[src/rtl/vga_timing_gen.sv]
// ---------------------------------------------------------------------------
// vga_timing_gen
//
// Purpose:
//   Generates VGA raster timing. The block runs a free horizontal pixel
//   counter and a vertical line counter. From those it derives the sync
//   pulses, the visible-area flag and a once-per-frame start pulse.
//   Every timed output is a single flop. Each flop is loaded from the
//   *next* counter value, so it always matches the DrawX/DrawY pair
//   presented in the same cycle.
//
// Parameters:
//   H_VISIBLE/H_FP/H_SYNC/H_BP : horizontal active, front porch, sync, back porch
//   V_VISIBLE/V_FP/V_SYNC/V_BP : vertical   active, front porch, sync, back porch
//
// Ports:
//   pixel_clk    in   pixel clock, all state updates on its rising edge
//   Reset        in   asynchronous, active-high reset
//   DrawX        out  [9:0] horizontal pixel counter, 0..H_TOTAL-1
//   DrawY        out  [9:0] vertical line counter, 0..V_TOTAL-1
//   hs           out  horizontal sync, active-low
//   vs           out  vertical sync, active-low
//   blank        out  1 = visible region, 0 = blanking interval
//   hs_d         out  hs delayed one cycle (for a registered RGB stage)
//   vs_d         out  vs delayed one cycle
//   frame_start  out  one-cycle pulse while DrawX=0 and DrawY=0
//   frame_cnt    out  [15:0] completed-frame counter, wraps
// ---------------------------------------------------------------------------
module vga_timing_gen #(
  parameter int H_VISIBLE = 640,
  parameter int H_FP      = 16,
  parameter int H_SYNC    = 96,
  parameter int H_BP      = 48,
  parameter int V_VISIBLE = 480,
  parameter int V_FP      = 10,
  parameter int V_SYNC    = 2,
  parameter int V_BP      = 33
) (
  input  logic        pixel_clk,
  input  logic        Reset,
  output logic [9:0]  DrawX,
  output logic [9:0]  DrawY,
  output logic        hs,
  output logic        vs,
  output logic        blank,
  output logic        hs_d,
  output logic        vs_d,
  output logic        frame_start,
  output logic [15:0] frame_cnt
);

  localparam int H_TOTAL  = H_VISIBLE + H_FP + H_SYNC + H_BP;
  localparam int V_TOTAL  = V_VISIBLE + V_FP + V_SYNC + V_BP;
  localparam int HS_START = H_VISIBLE + H_FP;
  localparam int HS_END   = HS_START + H_SYNC;
  localparam int VS_START = V_VISIBLE + V_FP;
  localparam int VS_END   = VS_START + V_SYNC;

  // The counters are 10 bits wide, so a raster larger than 1024 in
  // either direction cannot be represented. Refuse to elaborate.
  generate
    if (H_TOTAL > 1024 || H_TOTAL < 1) begin : g_bad_h_total
      $error("vga_timing_gen: H_TOTAL (%0d) must be in 1..1024", H_TOTAL);
    end
    if (V_TOTAL > 1024 || V_TOTAL < 1) begin : g_bad_v_total
      $error("vga_timing_gen: V_TOTAL (%0d) must be in 1..1024", V_TOTAL);
    end
  endgenerate

  localparam logic [9:0]  H_LAST     = 10'(H_TOTAL - 1);
  localparam logic [9:0]  V_LAST     = 10'(V_TOTAL - 1);
  // The region bounds can reach 1024, so comparisons are done in 11 bits.
  localparam logic [10:0] HS_START_W = 11'(HS_START);
  localparam logic [10:0] HS_END_W   = 11'(HS_END);
  localparam logic [10:0] VS_START_W = 11'(VS_START);
  localparam logic [10:0] VS_END_W   = 11'(VS_END);
  localparam logic [10:0] H_VIS_W    = 11'(H_VISIBLE);
  localparam logic [10:0] V_VIS_W    = 11'(V_VISIBLE);

  // The hs_d/vs_d port names are already taken by the delayed syncs.
  // Internally, the sync flops are therefore called hsync/vsync, and the
  // one-cycle delay flops are called hs_dly/vs_dly.
  logic [9:0]  x_q, x_d;
  logic [9:0]  y_q, y_d;
  logic        hsync_q, hsync_d;
  logic        vsync_q, vsync_d;
  logic        blank_q, blank_d;
  logic        hs_dly_q, hs_dly_d;
  logic        vs_dly_q, vs_dly_d;
  logic        frame_start_q, frame_start_d;
  logic [15:0] frame_cnt_q, frame_cnt_d;
  logic        line_end;
  logic [10:0] x_next_w;
  logic [10:0] y_next_w;

  // Raster counters. X always advances. Y advances only on the edge
  // where X wraps, and wraps itself after the last line.
  always_comb begin
    line_end = (x_q == H_LAST);
    x_d      = line_end ? 10'd0 : x_q + 10'd1;
    y_d      = y_q;
    if (line_end) begin
      y_d = (y_q == V_LAST) ? 10'd0 : y_q + 10'd1;
    end
  end

  // Decode from the next counter values. After the edge, the registered
  // flags then line up with the DrawX/DrawY they describe.
  always_comb begin
    x_next_w      = {1'b0, x_d};
    y_next_w      = {1'b0, y_d};
    hsync_d       = !((x_next_w >= HS_START_W) && (x_next_w < HS_END_W));
    vsync_d       = !((y_next_w >= VS_START_W) && (y_next_w < VS_END_W));
    blank_d       = (x_next_w < H_VIS_W) && (y_next_w < V_VIS_W);
    hs_dly_d      = hsync_q;
    vs_dly_d      = vsync_q;
    frame_start_d = (x_d == 10'd0) && (y_d == 10'd0);
    frame_cnt_d   = frame_cnt_q + {15'd0, frame_start_d};
  end

  // State register. The reset values describe the pixel at (0,0): no
  // sync is active and the pixel is visible. frame_start stays low
  // because the first edge after release moves to DrawX=1.
  always_ff @(posedge pixel_clk or posedge Reset) begin
    if (Reset) begin
      x_q           <= 10'd0;
      y_q           <= 10'd0;
      hsync_q       <= 1'b1;
      vsync_q       <= 1'b1;
      blank_q       <= 1'b1;
      hs_dly_q      <= 1'b1;
      vs_dly_q      <= 1'b1;
      frame_start_q <= 1'b0;
      frame_cnt_q   <= 16'd0;
    end else begin
      x_q           <= x_d;
      y_q           <= y_d;
      hsync_q       <= hsync_d;
      vsync_q       <= vsync_d;
      blank_q       <= blank_d;
      hs_dly_q      <= hs_dly_d;
      vs_dly_q      <= vs_dly_d;
      frame_start_q <= frame_start_d;
      frame_cnt_q   <= frame_cnt_d;
    end
  end

  assign DrawX       = x_q;
  assign DrawY       = y_q;
  assign hs          = hsync_q;
  assign vs          = vsync_q;
  assign blank       = blank_q;
  assign hs_d        = hs_dly_q;
  assign vs_d        = vs_dly_q;
  assign frame_start = frame_start_q;
  assign frame_cnt   = frame_cnt_q;

endmodule

[config.mk]
export PLATFORM = sky130hd
export DESIGN_NAME = vga_timing_gen
export DESIGN_NICKNAME = d
export VERILOG_FILES = /design/src/rtl/vga_timing_gen.sv
export SDC_FILE = /design/constraint.sdc
export NUM_CORES = 1
export LEC_CHECK = 0
export BUFFER_PORTS_ARGS = -buffer_cell sky130_fd_sc_hd__clkbuf_2
export CAP_MARGIN = 20
export CORE_UTILIZATION = 49
export CTS_CLUSTER_SIZE = 14
export DETAILED_ROUTE_END_ITERATION = 10
export HOLD_SLACK_MARGIN = 0.03
export PLACE_DENSITY = 0.75
export SLEW_MARGIN = 5
export SYNTH_ARGS = -nofsm -noshare
export SYNTH_HDL_FRONTEND = slang
export SYNTH_SLANG_ARGS = --single-unit
[constraint.sdc]
create_clock -name pixel_clk -period 3.3 [get_ports pixel_clk]
set_input_delay 0.66 -clock pixel_clk [delete_from_list [all_inputs] [get_ports pixel_clk]]
set_output_delay 0.66 -clock pixel_clk [all_outputs]
set_load 0.03 [all_outputs]
==> results of run 1 <==
-- Yosys cell counts (2+ instances only) --
master / instances / area share [%]
o31ai_1: 2 / 0.70
ha_1: 6 / 3.5
xnor2_1: 18 / 7.3
nor4_1: 4 / 1.2
nand4_1: 9 / 2.6
nand3_1: 16 / 3.7
xor2_1: 12 / 4.9
nor4_2: 2 / 1.2
nor2_1: 18 / 3.1
o21ai_1: 4 / 0.93
clkbuf_1: 6 / 1.0
mux2i_1: 2 / 0.93
or4b_1: 2 / 0.93
nor4b_1: 2 / 0.82
nand2_1: 21 / 3.7
dfrtp_1: 37 / 43
o21ai_0: 3 / 0.70
a21oi_1: 4 / 0.93
dfstp_2: 5 / 6.1
nand2b_1: 2 / 0.58
inv_1: 6 / 1.0
and3_1: 6 / 1.7
nor2b_1: 2 / 0.58
nor3_1: 2 / 0.47
-- power by group --
group	switching, uW	leakage (uW)	internal, uW
Sequential	0	0.000544	514
Clock	182	0.0000514	226
Combinational	10.2	0.000870	3.65
-- per-layer routing --
layer | wire length, um | up-vias | GRT usage, %
met3 | 199 | 5 | 5.667
met2 | 2404 | 46 | 39.95
met1 | 2312 | 859 | 28.97
li1 | - | 899 | -
met4 | 59 | 0 | 9.635
met5 | 0 | - | 0
-- cell type report --
cell class | instances | area (sq um)
fillers | 313 | 1184
multi-input cells | 152 | 1130
flip-flops and latches | 42 | 1069
repair buffers | 84 | 534.3
clock buffers | 6 | 72.57
well taps | 50 | 62.56
clock inverters | 2 | 37.54
inverters | 7 | 26.28
-- what timing repair did --
item,4_1_cts,5_1_grt
setup endpoints to repair,2,11
pin swaps,2,6
setup buffers,2,2
gates resized for setup,1,9
-- worst max path at each step --
stage	startpoint	endpoint	slack, ns	cells past startpoint
4_1_cts	DrawX[7]$_DFF_PP0_	frame_cnt[14]$_DFF_PP0_	0.005	13
5_1_grt	DrawX[7]$_DFF_PP0_	frame_cnt[12]$_DFF_PP0_	-0.03	13
3_5_place_dp	DrawY[1]$_DFF_PP0_	frame_cnt[14]$_DFF_PP0_	-0.002	13
6_report	DrawX[7]$_DFF_PP0_	frame_cnt[14]$_DFF_PP0_	0.13	13
2_1_floorplan	DrawX[0]$_DFF_PP0_	frame_cnt[12]$_DFF_PP0_	0.006	13
3_3_place_gp	DrawX[7]$_DFF_PP0_	frame_cnt[14]$_DFF_PP0_	0.10	12
-- logic make-up after synthesis --
logic type      share of synthesized area, %
xor+xnor                               12.23
compound gates                         5.999
buf+inv                                3.378
flops                                  49.21
fa+ha+maj                              3.494
simple gates                           24.75
mux                                   0.9319
-- stage by stage --
step	power, uW	std cells	TNS (ns)	util [%]	worst slack [ns]
6_report	935.9	343	0	71.24	0.1262
5_1_grt	976.3	343	-0.09595	71.24	-0.03320
4_1_cts	944.1	340	0	69.17	0.004537
3_5_place_dp	537.0	330	-0.002242	66.04	-0.002242
3_3_place_gp	536.6	330	0	66.04	0.1023
2_1_floorplan	531.9	210	0	-	0.006025
-- worst max-delay path: cells and delay by family, from the launching register on --
family          cells  cell delay (ns)
simple gates        7             1.67
compound gates      1             0.15
fa+ha+maj           2             0.41
flops               1             0.41
buf+inv             1             0.16
xor+xnor            2             0.27
==> impl_metrics.json, run 1 <==
{
  "cts_tree": "done",
  "crit_path_max_fanout": 5,
  "powerDensity_nw_per_um2": 319.2,
  "grt_pass1_vias": 1757,
  "finalSetupViolCount": 0,
  "postSynth.asyncResetShare_pct": 100.0,
  "rr_endpoint": "frame_cnt[14]$_DFF_PP0_",
  "wl_um": 4976,
  "synth_edf_count": 0,
  "hold_path_class": "primary input to async pin",
  "maxCapViolations": 0,
  "endpoint_kind": "register",
  "cp.required_ns": 3.49,
  "layout-drive-gt1-share_pct": 43.00,
  "grt_remaining_overflow": 0,
  "initial_core_util_pct": 52.20,
  "via_count": 1809,
  "seq_area_frac_synth_pct": 49.21,
  "final_nets": 300,
  "final_area_sq_um": 2932,
  "synth_warnings": 0,
  "fin_hold_ws_ns": 0.3661,
  "antenna_found_initial": 0,
  "cts_hold_buf": 0,
  "grtUsageTotal_pct": 23.77,
  "port_buffers": 43,
  "die_w_um": 68.22,
  "gp_congestion": 0.8818,
  "synth-main-ff-cell": "dfrtp_1",
  "insertion_delay_ns": 0.30,
  "final_common_cell": "clkbuf_2",
  "hold_viol_final": 0,
  "syn_nets": 218,
  "vdd_drop_max_uv": 220.2,
  "syn_inst": 210,
  "std_cell_rows": 23,
  "cts_max_path_buffers": 2,
  "postPlaceCellArea_sq_um": 2718,
  "timing.rr.start": "DrawX[7]$_DFF_PP0_",
  "slew_headroom_pct": 63.64,
  "cts_buffers": 5,
  "ys_types": 43,
  "crit_arrival_ns": 3.37,
  "grt_max_degree": 29,
  "slowest_delay_ns": 0.56,
  "fp.dieH_um": 68.22,
  "synthesis.area_sq_um": 2148,
  "antenna_cells": 0,
  "path_clk_slew_ns": 0.08,
  "first_iter_violations": 56,
  "ff2ff_setup_slack_ns": 0.13,
  "root_buffer": "clkbuf_8",
  "drc": 0,
  "fin_crit_sh_pct": 96.17,
  "htreeDepth": 2,
  "min_period_ns": 3.174,
  "status": "finished clean",
  "cp_slowest_cell": "or4b_4",
  "grt_pass1_wl_um": 7914,
  "die_area_sq_um": 4653,
  "worstSetupStartpointType": "register",
  "synthToLayoutAreaGrowth_pct": 36.46,
  "largest_register_ffs": 16,
  "synth_seq_cells": 42,
  "ios": 44,
  "critPathKind": "register to register",
  "cts.sinks": 42,
  "dp_hpwl_um": 3787,
  "avgSynthCellArea_sq_um": 10.23,
  "slew_violations": 0,
  "dr.pass1.iters": 4,
  "r2r_cells": 13,
  "p_leak_uw": 0.001466,
  "wl_per_cell_um": 14.51,
  "final_cell_mix": "clkbuf_2 (43), buf_4 (39), dfrtp_1 (28), nand2_1 (20)",
  "via_per_inst": 5.274,
  "tightestPinTransition_ns": 0.5448,
  "antenna_left": 0,
  "fmax_mhz": 315.1,
  "clock_skew_ns": 0.002462,
  "core_area_sq_um": 4115,
  "crit_chain": "or4b_4 > buf_6 > nor4_4 > xor2_1 > nor2_1 > o2111ai_2 > nor4_2 > ha_2 > ha_4 > and2_4 > and3_4 > nand2_1 > xnor2_1"
}
(Power assumes the default switching activity.)
==> run 2, diff against run 1 <==
--- a/config.mk
+++ b/config.mk
@@ -6,12 +6,15 @@
 export NUM_CORES = 1
 export LEC_CHECK = 0
 export BUFFER_PORTS_ARGS = -buffer_cell sky130_fd_sc_hd__clkbuf_2
-export CAP_MARGIN = 20
-export CORE_UTILIZATION = 49
+export CAP_MARGIN = 10
+export CELL_PAD_IN_SITES_DETAIL_PLACEMENT = 1
+export CELL_PAD_IN_SITES_GLOBAL_PLACEMENT = 1
+export CORE_UTILIZATION = 38
 export CTS_CLUSTER_SIZE = 14
 export DETAILED_ROUTE_END_ITERATION = 10
 export HOLD_SLACK_MARGIN = 0.03
-export PLACE_DENSITY = 0.75
+export PLACE_DENSITY_LB_ADDON = 0.1
+export REMOVE_ABC_BUFFERS = 1
 export SLEW_MARGIN = 5
 export SYNTH_ARGS = -nofsm -noshare
 export SYNTH_HDL_FRONTEND = slang
==> impl_metrics.json, run 2 (same netlist as run 1, synthesis figures left out) <==
{
  "cts.sinks": 42,
  "via_count": 1857,
  "die_area_sq_um": 5958,
  "largest_register_ffs": 16,
  "dpl.cell_count": 355,
  "rr_endpoint": "frame_cnt[14]$_DFF_PP0_",
  "std_cell_rows": 27,
  "core_area_sq_um": 5473,
  "drc": 0,
  "htreeDepth": 2,
  "grt_setup_unrepaired": "yes",
  "use_met3_pct": 2.976,
  "hold_viol_final": 0,
  "ff2ff_setup_slack_ns": 0.04,
  "crit_path_max_fanout": 4,
  "vdd_drop_max_uv": 141.3,
  "final_area_sq_um": 2988,
  "grtUsageTotal_pct": 21.03,
  "insertion_delay_ns": 0.30,
  "cts_hold_buf": 0,
  "postPlaceCellArea_sq_um": 2700,
  "antenna_cells": 0,
  "final_nets": 303,
  "die_w_um": 77.19,
  "root_buffer": "clkbuf_8",
  "powerDensity_nw_per_um2": 288.8,
  "gr-usage-met2_pct": 34.51,
  "worst_hold_startpoint": "vs$_DFF_PP1_",
  "port_buffers": 43,
  "timing.rr.start": "DrawX[6]$_DFF_PP0_",
  "instances_no_fill": 368,
  "met1_usage_pct": 28.82,
  "clock_skew_ns": 0.007449,
  "cp.required_ns": 3.48,
  "top_usage_layer": "met2",
  "grt_remaining_overflow": 0,
  "cts_buffers": 5,
  "cp_slowest_cell": "or4b_4",
  "nFillCells": 645,
  "status": "finished clean",
  "initial_core_util_pct": 39.25,
  "wl_um": 5955,
  "grt_max_degree": 43,
  "hold_path_class": "register to register",
  "slew_headroom_pct": 63.06,
  "layout-drive-gt1-share_pct": 42.57,
  "min_period_ns": 3.256,
  "synthToLayoutAreaGrowth_pct": 39.08,
  "antenna_left": 0,
  "cts_tree": "done",
  "path_clk_slew_ns": 0.09,
  "p_leak_uw": 0.001504,
  "antenna_found_initial": 0,
  "fin_crit_sh_pct": 98.68,
  "ios": 44,
  "worstSetupStartpointType": "register",
  "slew_violations": 0,
  "grt_pass1_vias": 1954,
  "fp.dieH_um": 77.19,
  "maxCapViolations": 0,
  "cts_max_path_buffers": 2,
  "slowest_delay_ns": 0.57,
  "hold_path_depth": 0,
  "dp_hpwl_um": 4203,
  "first_iter_violations": 66,
  "gp_congestion": 0.8255,
  "p_total_uw": 862.8,
  "crit_arrival_ns": 3.44,
  "wl_per_cell_um": 16.18,
  "grt_pass1_wl_um": 9811,
  "dr.pass1.iters": 4,
  "crit_chain": "or4b_4 > nor4_4 > xor2_2 > nor4b_4 > o2111ai_2 > nor4_4 > ha_2 > ha_4 > and2_4 > and3_4 > nand2_1 > xnor2_1",
  "endpoint_kind": "register",
  "fmax_mhz": 307.1,
  "critPathKind": "register to register",
  "finalSetupViolCount": 0,
  "fin_hold_ws_ns": 0.3672,
  "hold_path_end": "vs_d$_DFF_PP1_",
  "via_per_inst": 5.046,
  "tightestPinTransition_ns": 0.5494,
  "utilization_pct": 54.60,
  "path_common_cell": "nor4_4",
  "final_cell_mix": "clkbuf_2 (43), buf_4 (43), dfrtp_1 (37), nand2_1 (19), xnor2_1 (17)",
  "r2r_cells": 12
}
## run 2: changes by cell type in the layout (fill, tap and decap cells not counted), moves of 2 or more
| cell | delta |
|---|---|
| buf_4 | +4 |
| dfrtp_1 | +9 |
| dfrtp_2 | -9 |
| nor2_2 | +3 |
| nand3_1 | -2 |
| nor2_1 | -4 |
## run 2: metrics by stage
stage                     setup slack [ns]  setup TNS (ns)
after global routing               -0.1172         -0.6740
after CTS                          0.01284               0
after detailed placement           -0.2272         -0.8617
final                              0.04368               0
after global placement             -0.1855         -0.6616
after floorplan                    -0.2591          -1.032
## run 2: how the worst max path moves through the flow
stage,start,to,slack [ns],depth (start not counted)
after floorplan,DrawX[5]$_DFF_PP0_,frame_cnt[12]$_DFF_PP0_,-0.26,12
after global placement,DrawX[5]$_DFF_PP0_,frame_cnt[12]$_DFF_PP0_,-0.19,12
after detailed placement,DrawX[5]$_DFF_PP0_,frame_cnt[14]$_DFF_PP0_,-0.23,12
after CTS,DrawY[0]$_DFF_PP0_,frame_cnt[13]$_DFF_PP0_,0.01,14
after global routing,DrawX[6]$_DFF_PP0_,frame_cnt[14]$_DFF_PP0_,-0.12,12
final,DrawX[6]$_DFF_PP0_,frame_cnt[14]$_DFF_PP0_,0.04,12
## run 2: final cells by class
type,instances,area [sq um],share of cell area (%)
Tap cell,72,90.09,3.015
Timing Repair Buffer,87,549.3,18.38
Multi-Input combinational cell,152,1179,39.45
Inverter,7,26.28,0.8794
Sequential cell,42,1057,35.39
Clock buffer,6,72.57,2.429
Clock inverter,2,13.76,0.4606
## run 2: worst max-delay path, delay by kind of cell (launching register included)
kind	cells	cell delay, ns
AND/OR/NAND/NOR	7	1.88
adder cells (fa/ha/maj)	2	0.40
flip-flops	1	0.39
XOR/XNOR	2	0.27
AO/OA/AOI/OAI	1	0.20
## run 2: what timing repair did
action	in CTS	in global routing
hold endpoints to repair	0	0
pin swaps	7	13
setup endpoints to repair	11	12
resized for setup	9	22
buffers inserted	2	3
gates cloned	0	0
## run 2: where the power goes
part           switching, uW  internal, uW
clock                    187           150
sequential                 0           514
combinational           10.2          1.29
## run 2: per-layer routing
layer	up-vias	wire [um]
met3	4	172
met5	-	0
met2	38	2888
met4	0	31
li1	900	-
met1	915	2862
==> run 3, diff against run 2 <==
--- a/config.mk
+++ b/config.mk
@@ -9,12 +9,13 @@
 export CAP_MARGIN = 10
 export CELL_PAD_IN_SITES_DETAIL_PLACEMENT = 1
 export CELL_PAD_IN_SITES_GLOBAL_PLACEMENT = 1
-export CORE_UTILIZATION = 38
+export CORE_UTILIZATION = 42
 export CTS_CLUSTER_SIZE = 14
 export DETAILED_ROUTE_END_ITERATION = 10
 export HOLD_SLACK_MARGIN = 0.03
 export PLACE_DENSITY_LB_ADDON = 0.1
 export REMOVE_ABC_BUFFERS = 1
+export SETUP_SLACK_MARGIN = 0.1
 export SLEW_MARGIN = 5
 export SYNTH_ARGS = -nofsm -noshare
 export SYNTH_HDL_FRONTEND = slang
==> constraint.sdc (replaced) <==
create_clock -name pixel_clk -period 3.5 [get_ports pixel_clk]
set_input_delay 0.7 -clock pixel_clk [delete_from_list [all_inputs] [get_ports pixel_clk]]
set_output_delay 0.7 -clock pixel_clk [all_outputs]
set_load 0.03 [all_outputs]
==> impl_metrics.json, run 3 (same netlist as run 1, synthesis figures left out) <==
{
  "tightestPinTransition_ns": 0.5330,
  "grt_remaining_overflow": 0,
  "dpl.cell_count": 339,
  "slew_violations": 0,
  "endpoint_kind": "register",
  "hold_path_class": "register to register",
  "slew_headroom_pct": 64.17,
  "crit_chain": "or4b_4 > nor4_4 > xor2_1 > nor4b_2 > o2111ai_2 > nor4_2 > ha_2 > ha_1 > and2_4 > and3_1 > nand2_1 > xnor2_1",
  "clock_skew_ns": 0.005013,
  "htreeDepth": 2,
  "powerDensity_nw_per_um2": 284.2,
  "hold_path_depth": 0,
  "gp_congestion": 0.8199,
  "fin_hold_ws_ns": 0.3681,
  "insertion_delay_ns": 0.30,
  "ios": 44,
  "dr.pass1.iters": 4,
  "maxCapViolations": 0,
  "status": "finished clean",
  "antenna_found_initial": 0,
  "core_area_sq_um": 4817,
  "critPathKind": "register to register",
  "grt_pass1_wl_um": 9135,
  "via_per_inst": 5.314,
  "met1_usage_pct": 29.32,
  "port_buffers": 43,
  "slowest_delay_ns": 0.57,
  "cts_max_path_buffers": 2,
  "r2r_cells": 12,
  "dp_hpwl_um": 4203,
  "worstSetupStartpointType": "register",
  "vdd_drop_max_uv": 158.1,
  "cts_tree": "done",
  "crit_arrival_ns": 3.50,
  "fp.dieH_um": 73.52,
  "hold_viol_final": 0,
  "final_cell_mix": "clkbuf_2 (43), dfrtp_1 (37), buf_4 (30), nand2_1 (21)",
  "initial_core_util_pct": 44.60,
  "cp_slowest_cell": "or4b_4",
  "die_w_um": 73.52,
  "via_count": 1860,
  "cp.required_ns": 3.69,
  "min_period_ns": 3.317,
  "synthToLayoutAreaGrowth_pct": 31.51,
  "final_nets": 290,
  "drc": 0,
  "p_leak_uw": 0.001421,
  "std_cell_rows": 25,
  "cts.sinks": 42,
  "first_iter_violations": 37,
  "top_usage_layer": "met2",
  "grt_setup_unrepaired": "no",
  "instances_no_fill": 350,
  "setup_tns_ns": 0,
  "use_met3_pct": 3.429,
  "antenna_left": 0,
  "cts_hold_buf": 0,
  "cts_buffers": 5,
  "finalSetupViolCount": 0,
  "largest_register_ffs": 16,
  "antenna_cells": 0,
  "path_clk_slew_ns": 0.08,
  "fmax_mhz": 301.5,
  "gr-usage-met2_pct": 38.84,
  "wl_um": 5992,
  "grtUsageTotal_pct": 22.72,
  "layout-drive-gt1-share_pct": 38.16,
  "final_common_cell": "clkbuf_2",
  "crit_path_max_fanout": 3,
  "grt_max_degree": 30,
  "die_area_sq_um": 5405,
  "grt_pass1_vias": 1869,
  "root_buffer": "clkbuf_8",
  "fin_crit_sh_pct": 94.77,
  "wl_per_cell_um": 17.12
}
## run 3: stage by stage
step,util (%),worst slack [ns],total power (uW),area (sq um)
floorplan,-,-0.05912,501.6,2102
global placement,54.21,0.1825,505.7,2611
detailed placement,54.21,0.03538,506.2,2611
CTS,56.44,0.1292,809.8,2719
global route,58.65,0.03560,829.0,2825
finish,58.65,0.1830,802.9,2825
## run 3: final timing paths
| kind | start | endpoint | slack (ns) |
|---|---|---|---|
| setup reg to reg | DrawX[5]$_DFF_PP0_ | frame_cnt[12]$_DFF_PP0_ | 0.18 |
| hold / removal | hs$_DFF_PP1_ | hs_d$_DFF_PP1_ | 0.37 |
| max in group asynchronous | Reset | blank$_DFF_PP1_ | 2.29 |
| hold reg to reg | hs$_DFF_PP1_ | hs_d$_DFF_PP1_ | 0.37 |
| min in group asynchronous | Reset | frame_cnt[8]$_DFF_PP0_ | 0.40 |
| setup / recovery | DrawX[5]$_DFF_PP0_ | frame_cnt[12]$_DFF_PP0_ | 0.18 |
## run 3: final cells by class
type                    instances  area, sq um
flip-flops and latches         42         1057
clock buffers                   6        72.57
repair buffers                 74        451.7
inverters                       7        26.28
multi-input cells             152         1124
clock inverters                 2        10.01
well taps                      67        83.83
fillers                       579         1992
## run 3: where the power goes
group          internal [uW]  leakage, uW  switching, uW
logic                   1.17     0.000821           9.50
clock network            138    0.0000450            169
registers                485     0.000555              0
## run 3: layer usage
metal / routed length (um) / share of wire [%]
met5: 0 / 0
met4: 80 / 1.3
met3: 198 / 3.3
met2: 3174 / 53
met1: 2539 / 42
## run 3: timing repair
action                                  in CTS  in global routing
pin swaps                                    1                  7
buffers inserted                             0                  3
endpoints found under the setup margin       4                  7
gates resized for setup                      5                 15
## run 3: worst max-delay path: cells and delay by family, from the launching register on
kind | cells | cell delay (ns)
AND/OR/NAND/NOR | 7 | 1.89
adder cells (fa/ha/maj) | 2 | 0.43
flip-flops | 1 | 0.39
XOR/XNOR | 2 | 0.30
AO/OA/AOI/OAI | 1 | 0.18
